==> src/rtl/uart_reg_master_pkg.sv <==
// uart_reg_master_pkg: command bytes, bus widths and FSM encoding shared by the UART register master.
package uart_reg_master_pkg;
    localparam int ADDR_W = 16;
    localparam int DATA_W = 16;
    localparam logic [7:0] CMD_WR = 8'h57;
    localparam logic [7:0] CMD_RD = 8'h52;
    localparam logic [7:0] ACK    = 8'h06;
    localparam logic [7:0] NAK    = 8'h15;
    typedef enum logic [3:0] {
        IDLE, ADDR_H, ADDR_L, DATA_H, DATA_L, WRITE, RD_WAIT, TX_H, TX_L, TX_ACK, TX_NAK
    } state_t;
    function automatic logic is_busy(state_t s);
        return s inside {WRITE, RD_WAIT, TX_H, TX_L, TX_ACK, TX_NAK};
    endfunction
    function automatic logic in_frame(state_t s);
        return s inside {ADDR_H, ADDR_L, DATA_H, DATA_L};
    endfunction
endpackage

==> src/rtl/uart_reg_master.sv <==
// uart_reg_master: parses 'W' AH AL DH DL / 'R' AH AL byte frames into 16-bit register accesses.
// Optional inter-byte timeout enabled by defining REG_MASTER_TIMEOUT_EN.
import uart_reg_master_pkg::*;

module uart_reg_master #(
    parameter int READ_LAT    = 2,
    parameter int TIMEOUT_CYC = 2_700_000
) (
    input  logic              i_clk,
    input  logic              i_rst_n,
    input  logic [7:0]        i_rx_data,
    input  logic              i_rx_valid,
    output logic [7:0]        o_tx_data,
    output logic              o_tx_valid,
    input  logic              i_tx_ready,
    output logic [ADDR_W-1:0] o_addr,
    output logic [DATA_W-1:0] o_wdata,
    output logic              o_wen,
    input  logic [DATA_W-1:0] i_q,
    output logic              o_rx_drop,
    output logic              o_timeout
);
    state_t            r_state, w_next;
    logic              r_is_rd;
    logic [ADDR_W-1:0] r_asm_addr, r_addr;
    logic [7:0]        r_data_h;
    logic [DATA_W-1:0] r_wdata, r_rdata;
    logic [3:0]        r_lat_cnt;
    logic              w_timeout;

    if (READ_LAT < 1 || READ_LAT > 15 || TIMEOUT_CYC < 2) begin : g_param_check
        $error("uart_reg_master: READ_LAT must be 1..15 and TIMEOUT_CYC at least 2");
    end

`ifdef REG_MASTER_TIMEOUT_EN
    localparam int TW = $clog2(TIMEOUT_CYC);
    logic [TW-1:0] r_tmo_cnt;
    // A byte landing on the expiry cycle wins over the timeout.
    assign w_timeout = in_frame(r_state) && !i_rx_valid && r_tmo_cnt == TW'(TIMEOUT_CYC - 1);
    always_ff @(posedge i_clk or negedge i_rst_n) begin
        if (!i_rst_n) r_tmo_cnt <= '0;
        else          r_tmo_cnt <= (in_frame(r_state) && !i_rx_valid && !w_timeout) ? r_tmo_cnt + 1'b1 : '0;
    end
`else
    assign w_timeout = 1'b0;
`endif

    always_ff @(posedge i_clk or negedge i_rst_n) begin
        if (!i_rst_n) r_state <= IDLE;
        else          r_state <= w_next;
    end

    always_comb begin
        w_next = r_state;
        case (r_state)
            IDLE:    if (i_rx_valid) w_next = (i_rx_data == CMD_WR || i_rx_data == CMD_RD) ? ADDR_H : TX_NAK;
            ADDR_H:  if (i_rx_valid) w_next = ADDR_L;
            ADDR_L:  if (i_rx_valid) w_next = r_is_rd ? RD_WAIT : DATA_H;
            DATA_H:  if (i_rx_valid) w_next = DATA_L;
            DATA_L:  if (i_rx_valid) w_next = WRITE;
            WRITE:   w_next = TX_ACK;
            RD_WAIT: if (r_lat_cnt == 4'(READ_LAT)) w_next = TX_H;
            TX_H:    if (i_tx_ready) w_next = TX_L;
            TX_L, TX_ACK, TX_NAK: if (i_tx_ready) w_next = IDLE;
            default: w_next = IDLE;
        endcase
        if (w_timeout) w_next = IDLE;
    end

    // RD_WAIT spans READ_LAT+1 cycles so i_q is sampled READ_LAT cycles after o_addr settles.
    always_ff @(posedge i_clk or negedge i_rst_n) begin
        if (!i_rst_n) begin
            r_is_rd    <= 1'b0;
            r_asm_addr <= '0;
            r_addr     <= '0;
            r_data_h   <= '0;
            r_wdata    <= '0;
            r_rdata    <= '0;
            r_lat_cnt  <= '0;
        end else begin
            if (r_state == IDLE && i_rx_valid) r_is_rd <= i_rx_data == CMD_RD;
            if (r_state == ADDR_H && i_rx_valid) r_asm_addr[15:8] <= i_rx_data;
            if (r_state == ADDR_L && i_rx_valid) begin
                r_asm_addr[7:0] <= i_rx_data;
                if (r_is_rd) r_addr <= {r_asm_addr[15:8], i_rx_data};
            end
            if (r_state == DATA_H && i_rx_valid) r_data_h <= i_rx_data;
            if (r_state == DATA_L && i_rx_valid) begin
                r_addr  <= r_asm_addr;
                r_wdata <= {r_data_h, i_rx_data};
            end
            r_lat_cnt <= (r_state == RD_WAIT) ? r_lat_cnt + 4'd1 : '0;
            if (r_state == RD_WAIT && r_lat_cnt == 4'(READ_LAT)) r_rdata <= i_q;
        end
    end

    always_comb begin
        o_wen      = r_state == WRITE;
        o_tx_valid = r_state inside {TX_H, TX_L, TX_ACK, TX_NAK};
        o_tx_data  = r_state == TX_H   ? r_rdata[15:8] :
                     r_state == TX_L   ? r_rdata[7:0]  :
                     r_state == TX_ACK ? ACK :
                     r_state == TX_NAK ? NAK : 8'h00;
        o_rx_drop  = i_rx_valid && is_busy(r_state);
        o_timeout  = w_timeout;
        o_addr     = r_addr;
        o_wdata    = r_wdata;
    end
endmodule

==> config.mk <==
export PLATFORM = sky130hd
export DESIGN_NAME = uart_reg_master
export DESIGN_NICKNAME = d
export VERILOG_FILES = /design/src/rtl/uart_reg_master_pkg.sv /design/src/rtl/uart_reg_master.sv
export SDC_FILE = /design/constraint.sdc
export NUM_CORES = 1
export LEC_CHECK = 0
export CORE_MARGIN = 2
export CORE_UTILIZATION = 40
export CTS_BUF_LIST = sky130_fd_sc_hd__clkbuf_8
export CTS_CLUSTER_DIAMETER = 40
export DETAILED_ROUTE_END_ITERATION = 8
export PLACE_DENSITY = 0.65
export SYNTH_ARGS = -nofsm -noshare
export SYNTH_HDL_FRONTEND = slang
export SYNTH_SLANG_ARGS = --single-unit
==> constraint.sdc <==
create_clock -name i_clk -period 1.7 [get_ports i_clk]
set_input_delay 0.255 -clock i_clk [delete_from_list [all_inputs] [get_ports i_clk]]
set_output_delay 0.255 -clock i_clk [all_outputs]
set_load 0.05 [all_outputs]
Word level (Yosys, flattened, before mapping)

Cells that the tools add are included.

Bits in registers: 81
Input port bits: 28
Output and inout bits: 44
Word-level logic and storage cells: 66

Add/sub/neg operators: 1
Equal/unequal tests: 21
Mux-type cells: 19
Reductions and logical operators: 16

Operator list:

| kind                                                                  | count |
|---|---|
| 16-bit two-way mux                                                    | 3 |
| 4-bit two-way mux                                                     | 10 |
| 4-bit case mux with 9 select lines                                    | 1 |
| 4-bit by 3-bit equality test with 1-bit output, second input constant | 4 |
| 8-bit by 7-bit equality test with 1-bit output, second input constant | 2 |
| 8-bit two-way mux                                                     | 2 |
| 2-bit inequality test, second input constant                          | 8 |
| 4-bit by 2-bit equality test with 1-bit output, second input constant | 3 |
| 4-bit equality test, second input constant                            | 3 |
| 5-bit two-way mux                                                     | 2 |
| 8-bit AND reduction                                                   | 1 |
| 1-bit logical AND                                                     | 7 |
| 6-bit nonzero test                                                    | 1 |
| 4-bit by 1-bit adder with 4-bit output, second input constant         | 1 |
| 4-bit by 1-bit equality test with 1-bit output, second input constant | 1 |
| 4-bit zero test                                                       | 1 |
| 2-bit nonzero test                                                    | 2 |
| 4-bit nonzero test                                                    | 1 |
| 3-bit two-way mux                                                     | 1 |
| 3-bit OR reduction                                                    | 1 |
| 2-bit AND reduction                                                   | 1 |
| 1-bit logical OR                                                      | 1 |

Longest topological paths before layout

Gate-level depths: netlist of run 1.

Depth after elaboration: 5
Mapped depth: 6
Mapped depth without buffers: 5

Worst setup path after synthesis of run 1

OpenSTA, ideal clock, no wires.

Kind: reg-to-output
From: register r_state[3]
To: output port o_tx_data[2]
Arrival time: 1.956 ns
Data required time: 1.445 ns
Setup slack: -0.511 ns
Stages on the path, launching flop included: 4
Path buffers: 1
Cells stage by stage: dfrtp_1 clkbuf_1 nand2b_1 o31ai_1

Word-level cells in the longest chain between the ends: 5
Elaborated cells on any way between the ends: 8

RTL lines:

| item                     | RTL line               | source |
|---|---|---|
| start: declaration       | uart_reg_master.sv:23  | `state_t r_state, w_next;` |
| start signal: assignment | uart_reg_master.sv:50  | `else r_state <= w_next;` |
| 4-bit equality test      | uart_reg_master.sv:103 | `r_state == TX_NAK ? NAK : 8'h00;` |
| 5-bit two-way mux        | uart_reg_master.sv:103 |  |
| 5-bit two-way mux        | uart_reg_master.sv:102 | `r_state == TX_ACK ? ACK :` |
| 8-bit two-way mux        | uart_reg_master.sv:101 | `r_state == TX_L ? r_rdata[7:0] :` |
| 8-bit two-way mux (*)    | uart_reg_master.sv:100 | `o_tx_data = r_state == TX_H ? r_rdata[15:8] :` |
| end: declaration         | uart_reg_master.sv:13  | `output logic [7:0] o_tx_data,` |

Mark *: on every way between the ends. The rest lies on a longest branch, timed or not.

Worst setup path in the final report of run 1

From: register r_state[2]
To: output port o_tx_data[6]

Word-level cells in the longest chain between the ends: 3
Elaborated cells on any way between the ends: 4

RTL lines:

| item                  | RTL line |
|---|---|
| 4-bit equality test   | uart_reg_master.sv:101 |
| 8-bit two-way mux     | uart_reg_master.sv:101 |
| 8-bit two-way mux (*) | uart_reg_master.sv:100 |

Marked as above.

==> impl_metrics.xml, run 1 <==
<?xml version="1.0" encoding="UTF-8"?>
<metrics>
  <group name="detailed_routing">
    <metric name="via_cell_ratio" unit="">5.06</metric>
    <metric name="totalWireLength" unit="um">8460</metric>
    <metric name="drc" unit="">0</metric>
    <metric name="route.detailed.wl_per_inst" unit="um">16.9</metric>
    <metric name="route.antenna.remaining_nets" unit="">0</metric>
    <metric name="initial_drt_markers" unit="">87</metric>
    <metric name="vias" unit="">2539</metric>
    <metric name="drt_pass1_iterations" unit="">4</metric>
  </group>
  <group name="global_route">
    <metric name="grt_antenna_before_repair" unit="">0</metric>
    <metric name="grt_util_all_layers" unit="%">18.0</metric>
    <metric name="grt_pass1_vias" unit="">2696</metric>
    <metric name="grt_remaining_overflow" unit="">0</metric>
    <metric name="grt_start_max_net_pins" unit="">32</metric>
    <metric name="grt_pass1_wl" unit="um">13800</metric>
  </group>
  <group name="placed_design">
    <metric name="placed_cell_area" unit="um2">4730</metric>
    <metric name="post-dp-hpwl" unit="um">5820</metric>
    <metric name="globalplace.congestion" unit="">0.850</metric>
    <metric name="portBuffers" unit="">70</metric>
  </group>
  <group name="worst_setup_path">
    <metric name="setup.worst_path.start_class" unit="">flip-flop</metric>
    <metric name="path_class" unit="">reg2out</metric>
    <metric name="regToRegStartpoint" unit="">r_state[3]</metric>
    <metric name="critical_path_peak_fanout" unit="">5</metric>
    <metric name="critical_path.reg2reg.endpoint" unit="">o_addr[0]</metric>
    <metric name="worstSetupEndpointType" unit="">output pin</metric>
    <metric name="worst_ep_required_time" unit="ns">1.44</metric>
    <metric name="arrival_time_reported_for_the_critical_path_endpoint" unit="ns">1.67</metric>
    <metric name="ff2ff_setup_slack" unit="ns">0.02</metric>
    <metric name="critical_path.startpoint" unit="">r_state[2]</metric>
    <metric name="worst-r2r-cell-count" unit="">6</metric>
  </group>
  <group name="timing">
    <metric name="setup-violations-final" unit="">11</metric>
    <metric name="clock-skew-final" unit="ns">0.0113</metric>
    <metric name="final_period_minus_worst_setup_slack" unit="ns">1.92</metric>
    <metric name="hold_viol" unit="">0</metric>
    <metric name="slew_viol_final" unit="">0</metric>
    <metric name="grt_setup_unrepaired" unit="">yes</metric>
    <metric name="layout_worst_path_cycle_share" unit="%">113</metric>
    <metric name="final.setup.worst_slack" unit="ns">-0.222</metric>
    <metric name="clock.fmax" unit="MHz">520</metric>
  </group>
  <group name="die">
    <metric name="chipWidth" unit="um">98.4</metric>
    <metric name="floorplan.rows" unit="">34</metric>
    <metric name="floorplan.die_area" unit="um2">9680</metric>
    <metric name="die_height" unit="um">98.4</metric>
    <metric name="design.core.area" unit="um2">8680</metric>
    <metric name="ioPinCount" unit="">72</metric>
    <metric name="initial_core_util" unit="%">41.1</metric>
  </group>
  <group name="cts">
    <metric name="worst_skew_pair.late_latency" unit="ns">0.36</metric>
    <metric name="cts_htree_levels" unit="">3</metric>
    <metric name="cts_root_buffer" unit="">sky130_fd_sc_hd__clkbuf_8</metric>
    <metric name="clk_pin_slew_worst_paths" unit="ns">0.09</metric>
    <metric name="clk_path_buf_depth" unit="">2</metric>
    <metric name="cts_sinks" unit="">81</metric>
    <metric name="cts_tree" unit="">yes</metric>
    <metric name="tritoncts.num_buffers" unit="">9</metric>
  </group>
  <group name="synthesis">
    <metric name="synth_top_cell_by_area" unit="">sky130_fd_sc_hd__dfrtp_1</metric>
    <metric name="synth.top_cell.area_share" unit="%">56.9</metric>
    <metric name="synth_sequential_area_ratio" unit="%">56.9</metric>
    <metric name="synthesis.area_per_instance" unit="um2">13.5</metric>
    <metric name="synthesis.nets" unit="">295</metric>
    <metric name="synth-seq-cells" unit="">81</metric>
    <metric name="number_of_instances_in_the_synthesized_netlist" unit="">265</metric>
    <metric name="synth_warnings" unit="">0</metric>
    <metric name="synthTopCellsByArea" unit="">sky130_fd_sc_hd__dfrtp_1 57%, sky130_fd_sc_hd__mux2_2 24%, sky130_fd_sc_hd__o21ai_0 1.7%</metric>
    <metric name="synth_area" unit="um2">3560</metric>
    <metric name="yosysUniqueCellTypes" unit="">42</metric>
  </group>
  <group name="finish">
    <metric name="number_of_filler_instances_in_the_final_layout" unit="">692</metric>
    <metric name="leading_cell_types_in_the_layout_fill_and_taps_excluded" unit="">77 x sky130_fd_sc_hd__dfrtp_1, 76 x sky130_fd_sc_hd__mux2_2, 74 x sky130_fd_sc_hd__buf_4</metric>
    <metric name="num-nets-final" unit="">419</metric>
    <metric name="diodes" unit="">0</metric>
    <metric name="final_cell_area" unit="um2">5250</metric>
    <metric name="layout_commonest_cell" unit="">sky130_fd_sc_hd__dfrtp_1</metric>
    <metric name="ratio_of_cells_with_drive_above_1_in_the_final_layout" unit="%">56.6</metric>
    <metric name="area.growth.synth_to_final" unit="%">47.2</metric>
  </group>
  <group name="pwr">
    <metric name="vdd.ir_drop.worst" unit="mV">1.00</metric>
    <metric name="power_consumption" unit="W">0.00913</metric>
    <metric name="p_per_area" unit="nW/um2">1740</metric>
    <metric name="p_leak" unit="nW">2.37</metric>
  </group>
  <group name="outcome">
    <metric name="violations" unit="">setup timing</metric>
    <metric name="status" unit="">finished with violations</metric>
  </group>
  <group name="min_path">
    <metric name="min-delay-path-class" unit="">in2async</metric>
  </group>
  <group name="run">
    <metric name="timing.max_cap.violations" unit="">0</metric>
  </group>
</metrics>
synthesized netlist by cell type (all sizes together):
cell	instances
or3	1
a221oi	1
o22ai	2
o21ai	12
nor2	10
nand3b	2
and3b	2
nor3b	2
a21oi	4
a31o	1
inv	4
nor3	2
o31ai	2
o22a	1
nor4	1
and3	2
dfrtp	81
ha	2
xnor2	2
mux2	80
nor4bb	1
nand2b	5
a22oi	1
xor2	1
or3b	1
nor2b	4
clkbuf	5
o41ai	1
o21a	1
conb	1
nand2	11
and2	2
nand3	5
a22o	4
buf	8
worst max-delay path, stage by stage, from the launching register on:
cell	delay (ns)
sky130_fd_sc_hd__dfrtp_2	0.46
sky130_fd_sc_hd__buf_6	0.13
sky130_fd_sc_hd__nand2b_4	0.15
sky130_fd_sc_hd__nor3_4	0.13
sky130_fd_sc_hd__buf_6	0.14
sky130_fd_sc_hd__a22o_2	0.17
sky130_fd_sc_hd__buf_12	0.13
per-layer routing:
metal  GRT usage [%]  vias to the layer above  wire length (um)
li1                -                     1192                 -
met1            25.6                     1285              3930
met2            28.4                       49              4110
met3            2.65                       13               249
met4            6.22                        0               164
met5               0                        -                 0
final cells by class:
| cell class | instances | area, um2 | share of cell area, % |
|---|---|---|---|
| clock buffers | 11 | 151 | 2.89 |
| repair buffers | 126 | 1250 | 23.9 |
| inverters | 4 | 15.0 | 0.286 |
| multi-input cells | 167 | 1600 | 30.4 |
| clock inverters | 5 | 61.3 | 1.17 |
| well taps | 108 | 135 | 2.58 |
| flip-flops and latches | 81 | 2030 | 38.7 |
worst max path at each step:
stage          slack (ns)            to
2_1_floorplan       -0.09  o_tx_data[2]
3_3_place_gp        -0.31   r_data_h[5]
3_5_place_dp        -0.31   r_data_h[2]
4_1_cts             -0.23  o_tx_data[6]
5_1_grt             -0.28  o_tx_data[6]
6_report            -0.22  o_tx_data[6]
cell families (layout without fill, tap and decap cells):
logic type      after synthesis  in the layout  synth area share [%]
flops                        81             81                  56.9
mux                          80             80                  25.3
simple gates                 51             51                  8.46
compound gates               30             30                  5.41
buf+inv                      17            146                  2.46
xor+xnor                      3              3                 0.737
fa+ha+maj                     2              2                 0.702
other cells                   1              1                 0.105
repair_timing:
item / CTS / global route
pin swaps: 6 / 4
hold buffers: 1 / 0
setup buffers: 8 / 5
hold endpoints to repair: 15 / 0
endpoints found under the setup margin: 22 / 61
cloned: 0 / 1
resized for setup: 32 / 15
state kept, by name, summed over array words and instances (netlist names):
signal and flops:
r_lat_cnt 4, o_addr 16, r_is_rd 1, o_wdata 16, r_data_h 8, r_asm_addr 16
r_state 4, r_rdata 16
power by group:
| group | total [W] | internal [W] | switching (W) |
|---|---|---|---|
| clock | 0.00153 | 0.000771 | 0.000755 |
| combinational | 0.00455 | 0.00197 | 0.00257 |
| sequential | 0.00306 | 0.00264 | 0.000420 |
per-stage QoR:
step	hold WS [ns]	TNS [ns]	setup WS [ns]	util (%)	instances
2_1_floorplan	-0.0406	-0.333	-0.0941	-	265
3_3_place_gp	0.142	-10.53	-0.308	54.6	471
3_5_place_dp	0.143	-11.00	-0.314	54.6	471
4_1_cts	0.307	-2.24	-0.233	59.1	496
5_1_grt	0.346	-3.11	-0.277	60.5	502
6_report	0.308	-2.18	-0.222	60.5	502
Note: power is estimated with default switching activity, not from simulation.
==> inputs of run 2 (changes only) <==
--- a/config.mk
+++ b/config.mk
@@ -6,11 +6,11 @@
 export NUM_CORES = 1
 export LEC_CHECK = 0
 export CORE_MARGIN = 2
-export CORE_UTILIZATION = 40
+export CORE_UTILIZATION = 35
 export CTS_BUF_LIST = sky130_fd_sc_hd__clkbuf_8
 export CTS_CLUSTER_DIAMETER = 40
 export DETAILED_ROUTE_END_ITERATION = 8
-export PLACE_DENSITY = 0.65
+export PLACE_DENSITY = 0.58
 export SYNTH_ARGS = -nofsm -noshare
 export SYNTH_HDL_FRONTEND = slang
 export SYNTH_SLANG_ARGS = --single-unit
==> impl_metrics.xml, run 2 (synthesized netlist as in run 1, its figures left out) <==
<?xml version="1.0" encoding="UTF-8"?>
<metrics>
  <group name="cts">
    <metric name="cts_sinks" unit="">81</metric>
    <metric name="cts_tree" unit="">yes</metric>
    <metric name="clk_pin_slew_worst_paths" unit="ns">0.09</metric>
    <metric name="cts_htree_levels" unit="">3</metric>
    <metric name="cts_root_buffer" unit="">sky130_fd_sc_hd__clkbuf_8</metric>
    <metric name="tritoncts.num_buffers" unit="">9</metric>
    <metric name="worst_skew_pair.late_latency" unit="ns">0.35</metric>
    <metric name="clk_path_buf_depth" unit="">2</metric>
  </group>
  <group name="timing">
    <metric name="clock-skew-final" unit="ns">0.0102</metric>
    <metric name="hold_viol" unit="">0</metric>
    <metric name="grt_setup_unrepaired" unit="">yes</metric>
    <metric name="layout_worst_path_cycle_share" unit="%">112</metric>
    <metric name="final.setup.worst_slack" unit="ns">-0.198</metric>
    <metric name="hold-worst-slack" unit="ns">0.398</metric>
    <metric name="setup-violations-final" unit="">36</metric>
    <metric name="final_period_minus_worst_setup_slack" unit="ns">1.90</metric>
    <metric name="slew_viol_final" unit="">0</metric>
    <metric name="clock.fmax" unit="MHz">527</metric>
  </group>
  <group name="global_route">
    <metric name="grt_pass1_vias" unit="">2727</metric>
    <metric name="grt_most_used_layer" unit="">met2</metric>
    <metric name="grt_antenna_before_repair" unit="">0</metric>
    <metric name="grt.met2_usage" unit="%">24.4</metric>
    <metric name="grt_util_all_layers" unit="%">16.1</metric>
    <metric name="grt_remaining_overflow" unit="">0</metric>
    <metric name="met3_usage" unit="%">2.62</metric>
    <metric name="met1_usage" unit="%">23.3</metric>
    <metric name="grt_start_max_net_pins" unit="">37</metric>
    <metric name="grt_pass1_wl" unit="um">14100</metric>
  </group>
  <group name="worst_setup_path">
    <metric name="critical-path-slowest-cell" unit="">sky130_fd_sc_hd__dfrtp_2</metric>
    <metric name="worst_ep_required_time" unit="ns">1.44</metric>
    <metric name="path_class" unit="">reg2out</metric>
    <metric name="setup.worst_path.start_class" unit="">flip-flop</metric>
    <metric name="worstSetupEndpointType" unit="">output pin</metric>
    <metric name="worst_path_largest_cell_delay" unit="ns">0.46</metric>
    <metric name="critical_path.n_buffers_inverters" unit="">2</metric>
    <metric name="arrival_time_reported_for_the_critical_path_endpoint" unit="ns">1.64</metric>
    <metric name="critical_path_peak_fanout" unit="">7</metric>
    <metric name="crit_path_cell_trace" unit="">buf_4, nand2_1, nand2b_1, a21oi_4, buf_12</metric>
    <metric name="cp_top_family" unit="">flip-flops</metric>
  </group>
  <group name="die">
    <metric name="die_height" unit="um">105</metric>
    <metric name="ioPinCount" unit="">72</metric>
    <metric name="design.core.area" unit="um2">9820</metric>
    <metric name="floorplan.die_area" unit="um2">11000</metric>
    <metric name="initial_core_util" unit="%">36.3</metric>
    <metric name="chipWidth" unit="um">105</metric>
    <metric name="floorplan.rows" unit="">36</metric>
  </group>
  <group name="outcome">
    <metric name="status" unit="">finished with violations</metric>
    <metric name="violations" unit="">setup timing</metric>
  </group>
  <group name="detailed_routing">
    <metric name="initial_drt_markers" unit="">150</metric>
    <metric name="vias" unit="">2572</metric>
    <metric name="via_cell_ratio" unit="">4.84</metric>
    <metric name="drt_pass1_iterations" unit="">4</metric>
    <metric name="route.detailed.wl_per_inst" unit="um">16.0</metric>
    <metric name="drc" unit="">0</metric>
    <metric name="totalWireLength" unit="um">8520</metric>
    <metric name="route.antenna.remaining_nets" unit="">0</metric>
  </group>
  <group name="pwr">
    <metric name="p_leak" unit="nW">2.45</metric>
    <metric name="vdd.ir_drop.worst" unit="mV">0.887</metric>
    <metric name="p_per_area" unit="nW/um2">1710</metric>
    <metric name="power_consumption" unit="W">0.00937</metric>
  </group>
  <group name="placed_design">
    <metric name="post-dp-hpwl" unit="um">5640</metric>
    <metric name="globalplace.congestion" unit="">0.819</metric>
    <metric name="portBuffers" unit="">70</metric>
  </group>
  <group name="finish">
    <metric name="diodes" unit="">0</metric>
    <metric name="leading_cell_types_in_the_layout_fill_and_taps_excluded" unit="">79 x sky130_fd_sc_hd__dfrtp_1, 71 x sky130_fd_sc_hd__buf_4, 58 x sky130_fd_sc_hd__mux2_2</metric>
    <metric name="layout_commonest_cell" unit="">sky130_fd_sc_hd__dfrtp_1</metric>
    <metric name="area.growth.synth_to_final" unit="%">53.3</metric>
    <metric name="num-nets-final" unit="">423</metric>
    <metric name="ratio_of_cells_with_drive_above_1_in_the_final_layout" unit="%">59.8</metric>
  </group>
  <group name="run">
    <metric name="timing.max_cap.violations" unit="">0</metric>
  </group>
  <group name="min_path">
    <metric name="min-delay-path-class" unit="">in2async</metric>
  </group>
</metrics>
-- run 2: through the flow --
| step | std cells | utilization [%] | instance area (um2) | worst slack, ns | setup TNS [ns] |
|---|---|---|---|---|---|
| 6_report | 531 | 55.6 | 5460 | -0.198 | -4.27 |
| 5_1_grt | 531 | 55.6 | 5460 | -0.242 | -6.30 |
| 4_1_cts | 525 | 53.1 | 5210 | -0.193 | -3.48 |
| 3_5_place_dp | 500 | 48.8 | 4800 | -0.291 | -9.59 |
| 3_3_place_gp | 500 | 48.8 | 4800 | -0.271 | -8.08 |
| 2_1_floorplan | 265 | - | 3590 | -0.0941 | -0.333 |
-- run 2: final cells by class --
cell class / instances / area, um2
Multi-Input combinational cell: 168 / 1770
Timing Repair Buffer: 129 / 1300
Clock buffer: 11 / 151
Tap cell: 133 / 166
Inverter: 4 / 15.0
Clock inverter: 5 / 38.8
Fill cell: 869 / 4360
Sequential cell: 81 / 2030
-- run 2: power by group --
part	switching, W	internal, W
Sequential	0.000424	0.00264
Combinational	0.00270	0.00222
Clock	0.000755	0.000619
Total	0.00388	0.00548
-- run 2: repair_timing --
action,4_1_cts,5_1_grt
gates cloned,2,0
pin swaps,6,12
endpoints found under the hold margin,33,0
hold buffers,1,0
setup endpoints to repair,27,82
resized for setup,36,56
setup buffers,7,10
-- run 2: worst paths after layout --
kind / startpoint / end / slack (ns) / cells past startpoint
hold reg to reg: r_lat_cnt[0] / r_lat_cnt[0] / 0.49 / 1
max in group asynchronous: i_rst_n / o_wdata[15] / 0.68 / 3
setup reg to reg: r_state[2] / o_addr[3] / -0.14 / 8
hold / removal: i_rst_n / o_wdata[14] / 0.40 / 2
min in group i_clk: r_lat_cnt[0] / r_lat_cnt[0] / 0.49 / 1
setup / recovery: r_state[1] / o_rx_drop / -0.20 / 5
-- run 2: metal layers --
layer | wire (um) | vias to the layer above
li1 | - | 1204
met5 | 0 | -
met1 | 4090 | 1317
met4 | 114 | 0
met2 | 4110 | 42
met3 | 206 | 9
==> inputs of run 3 (changes only) <==
--- a/config.mk
+++ b/config.mk
@@ -10,6 +10,7 @@
 export CTS_BUF_LIST = sky130_fd_sc_hd__clkbuf_8
 export CTS_CLUSTER_DIAMETER = 40
 export DETAILED_ROUTE_END_ITERATION = 8
+export GPL_TIMING_DRIVEN = 0
 export PLACE_DENSITY = 0.58
 export SYNTH_ARGS = -nofsm -noshare
 export SYNTH_HDL_FRONTEND = slang
==> impl_metrics.xml, run 3 (synthesized netlist as in run 1, its figures left out) <==
<?xml version="1.0" encoding="UTF-8"?>
<metrics>
  <group name="outcome">
    <metric name="status" unit="">finished with violations</metric>
    <metric name="violations" unit="">setup timing</metric>
  </group>
  <group name="global_route">
    <metric name="grt_pass1_vias" unit="">2540</metric>
    <metric name="grt_pass1_wl" unit="um">13200</metric>
    <metric name="grt_antenna_before_repair" unit="">0</metric>
    <metric name="grt.met2_usage" unit="%">23.7</metric>
    <metric name="grt_util_all_layers" unit="%">15.3</metric>
    <metric name="met1_usage" unit="%">20.7</metric>
    <metric name="met3_usage" unit="%">3.12</metric>
    <metric name="grt_most_used_layer" unit="">met2</metric>
    <metric name="grt_remaining_overflow" unit="">0</metric>
    <metric name="grt_start_max_net_pins" unit="">64</metric>
  </group>
  <group name="die">
    <metric name="initial_core_util" unit="%">36.3</metric>
    <metric name="chipWidth" unit="um">105</metric>
    <metric name="floorplan.rows" unit="">36</metric>
    <metric name="design.core.area" unit="um2">9820</metric>
    <metric name="die_height" unit="um">105</metric>
    <metric name="ioPinCount" unit="">72</metric>
    <metric name="floorplan.die_area" unit="um2">11000</metric>
  </group>
  <group name="detailed_routing">
    <metric name="drc" unit="">0</metric>
    <metric name="totalWireLength" unit="um">8410</metric>
    <metric name="drt_pass1_iterations" unit="">4</metric>
    <metric name="route.detailed.wl_per_inst" unit="um">16.6</metric>
    <metric name="via_cell_ratio" unit="">4.94</metric>
    <metric name="route.antenna.remaining_nets" unit="">0</metric>
    <metric name="initial_drt_markers" unit="">91</metric>
    <metric name="vias" unit="">2501</metric>
  </group>
  <group name="pwr">
    <metric name="vdd.ir_drop.worst" unit="mV">0.925</metric>
    <metric name="p_leak" unit="nW">2.37</metric>
    <metric name="intPower" unit="W">0.00524</metric>
    <metric name="p_per_area" unit="nW/um2">1710</metric>
    <metric name="p_comb_share" unit="%">49.4</metric>
    <metric name="switching_share" unit="%">41.6</metric>
    <metric name="clock_power_share" unit="%">17.1</metric>
    <metric name="power.share.sequential" unit="%">33.5</metric>
    <metric name="p_switching" unit="W">0.00373</metric>
    <metric name="power_consumption" unit="W">0.00897</metric>
  </group>
  <group name="placed_design">
    <metric name="placed_cell_area" unit="um2">4480</metric>
    <metric name="portBuffers" unit="">70</metric>
    <metric name="globalplace.congestion" unit="">0.852</metric>
    <metric name="post-dp-hpwl" unit="um">5260</metric>
  </group>
  <group name="worst_setup_path">
    <metric name="worst_path_largest_cell_delay" unit="ns">0.45</metric>
    <metric name="setup.worst_path.start_class" unit="">flip-flop</metric>
    <metric name="worstSetupEndpointType" unit="">output pin</metric>
    <metric name="crit_path_cell_trace" unit="">nor2b_2, buf_6, and2_4, a22o_4, buf_8</metric>
    <metric name="path_class" unit="">reg2out</metric>
    <metric name="worst_ep_required_time" unit="ns">1.44</metric>
    <metric name="arrival_time_reported_for_the_critical_path_endpoint" unit="ns">1.67</metric>
    <metric name="critical-path-slowest-cell" unit="">sky130_fd_sc_hd__dfrtp_2</metric>
    <metric name="critical_path_peak_fanout" unit="">7</metric>
  </group>
  <group name="run">
    <metric name="timing.max_cap.violations" unit="">0</metric>
  </group>
  <group name="timing">
    <metric name="max_slew_margin_vs_limit" unit="%">63.5</metric>
    <metric name="hold_viol" unit="">0</metric>
    <metric name="hold-worst-slack" unit="ns">0.316</metric>
    <metric name="finalSetupTns" unit="ns">-4.13</metric>
    <metric name="grt_setup_unrepaired" unit="">yes</metric>
    <metric name="final.setup.worst_slack" unit="ns">-0.223</metric>
    <metric name="clock-skew-final" unit="ns">0.0116</metric>
    <metric name="transition_at_the_pin_with_the_smallest_max_transition_slack" unit="ns">0.550</metric>
    <metric name="slew_viol_final" unit="">0</metric>
    <metric name="layout_worst_path_cycle_share" unit="%">113</metric>
    <metric name="clock.fmax" unit="MHz">520</metric>
    <metric name="setup-violations-final" unit="">52</metric>
    <metric name="final_period_minus_worst_setup_slack" unit="ns">1.92</metric>
  </group>
  <group name="finish">
    <metric name="leading_cell_types_in_the_layout_fill_and_taps_excluded" unit="">80 x sky130_fd_sc_hd__dfrtp_1, 59 x sky130_fd_sc_hd__mux2_2, 33 x sky130_fd_sc_hd__dlygate4sd2_1</metric>
    <metric name="area.growth.synth_to_final" unit="%">47.0</metric>
    <metric name="number_of_filler_instances_in_the_final_layout" unit="">869</metric>
    <metric name="layout_commonest_cell" unit="">sky130_fd_sc_hd__dfrtp_1</metric>
    <metric name="finalCoreUtilization" unit="%">53.4</metric>
    <metric name="num-nets-final" unit="">398</metric>
    <metric name="diodes" unit="">0</metric>
    <metric name="final_cell_area" unit="um2">5240</metric>
    <metric name="ratio_of_cells_with_drive_above_1_in_the_final_layout" unit="%">47.5</metric>
  </group>
  <group name="cts">
    <metric name="clk_pin_slew_worst_paths" unit="ns">0.09</metric>
    <metric name="cts_root_buffer" unit="">sky130_fd_sc_hd__clkbuf_8</metric>
    <metric name="cts_sinks" unit="">81</metric>
    <metric name="cts_htree_levels" unit="">3</metric>
    <metric name="clk_path_buf_depth" unit="">2</metric>
    <metric name="cts_tree" unit="">yes</metric>
    <metric name="tritoncts.num_buffers" unit="">9</metric>
    <metric name="worst_skew_pair.late_latency" unit="ns">0.35</metric>
  </group>
  <group name="min_path">
    <metric name="min-delay-path-class" unit="">in2async</metric>
  </group>
</metrics>
## run 3: through the flow
step,setup WS (ns),std cells
floorplan,-0.0941,265
finish,-0.223,506
detailed placement,-1.02,469
CTS,-0.231,501
global placement,-2.56,468
global route,-0.267,506
## run 3: timing repair
item,in CTS,in global routing
setup endpoints to repair,110,74
gates cloned,0,2
setup buffers,16,3
hold buffers,1,0
gates resized for setup,154,56
endpoints found under the hold margin,18,0
pin swaps,11,9
## run 3: path summary, 6_finish.rpt
kind / start / end / slack, ns / cells after the start
worst max-delay path: r_state[2] / o_tx_data[6] / -0.22 / 5
worst min-delay path: i_rst_n / o_wdata[6] / 0.32 / 2
worst max register to register: r_state[3] / r_data_h[3] / -0.16 / 6
worst min register to register: r_lat_cnt[0] / r_lat_cnt[0] / 0.49 / 1
max in group asynchronous: i_rst_n / r_state[2] / 0.77 / 3
min in group i_clk: i_rx_valid / r_is_rd / 0.48 / 3
## run 3: cell type report
class / instances / area (um2) / share of cell area [%]
Tap cell: 133 / 166 / 3.18
Clock inverter: 4 / 56.3 / 1.07
Timing Repair Buffer: 93 / 962 / 18.4
Clock buffer: 12 / 165 / 3.15
Multi-Input combinational cell: 167 / 1710 / 32.7
Sequential cell: 81 / 2030 / 38.7
Buffer: 12 / 131 / 2.51
Inverter: 4 / 15.0 / 0.287
## run 3: metal layers
layer | up-vias | wire length (um)
li1 | 1153 | -
met1 | 1267 | 3810
met2 | 71 | 4110
met3 | 10 | 342
met4 | 0 | 142
met5 | - | 0
## run 3: critical path: cells and delay by family, from the launching register on
family,cells,cell delay [ns]
AOI/OAI and AO/OA,1,0.23
buffers and inverters,2,0.28
and+or+nand+nor,2,0.36
DFF,1,0.45
## run 3: power groups by stage
stage          sequential, W  combinational, W  clock, W
6_report             0.00301           0.00443   0.00154
5_1_grt              0.00311           0.00464   0.00166
4_1_cts              0.00298           0.00409   0.00156
3_5_place_dp         0.00303           0.00400         0
3_3_place_gp         0.00300           0.00395         0
2_1_floorplan        0.00421           0.00151         0
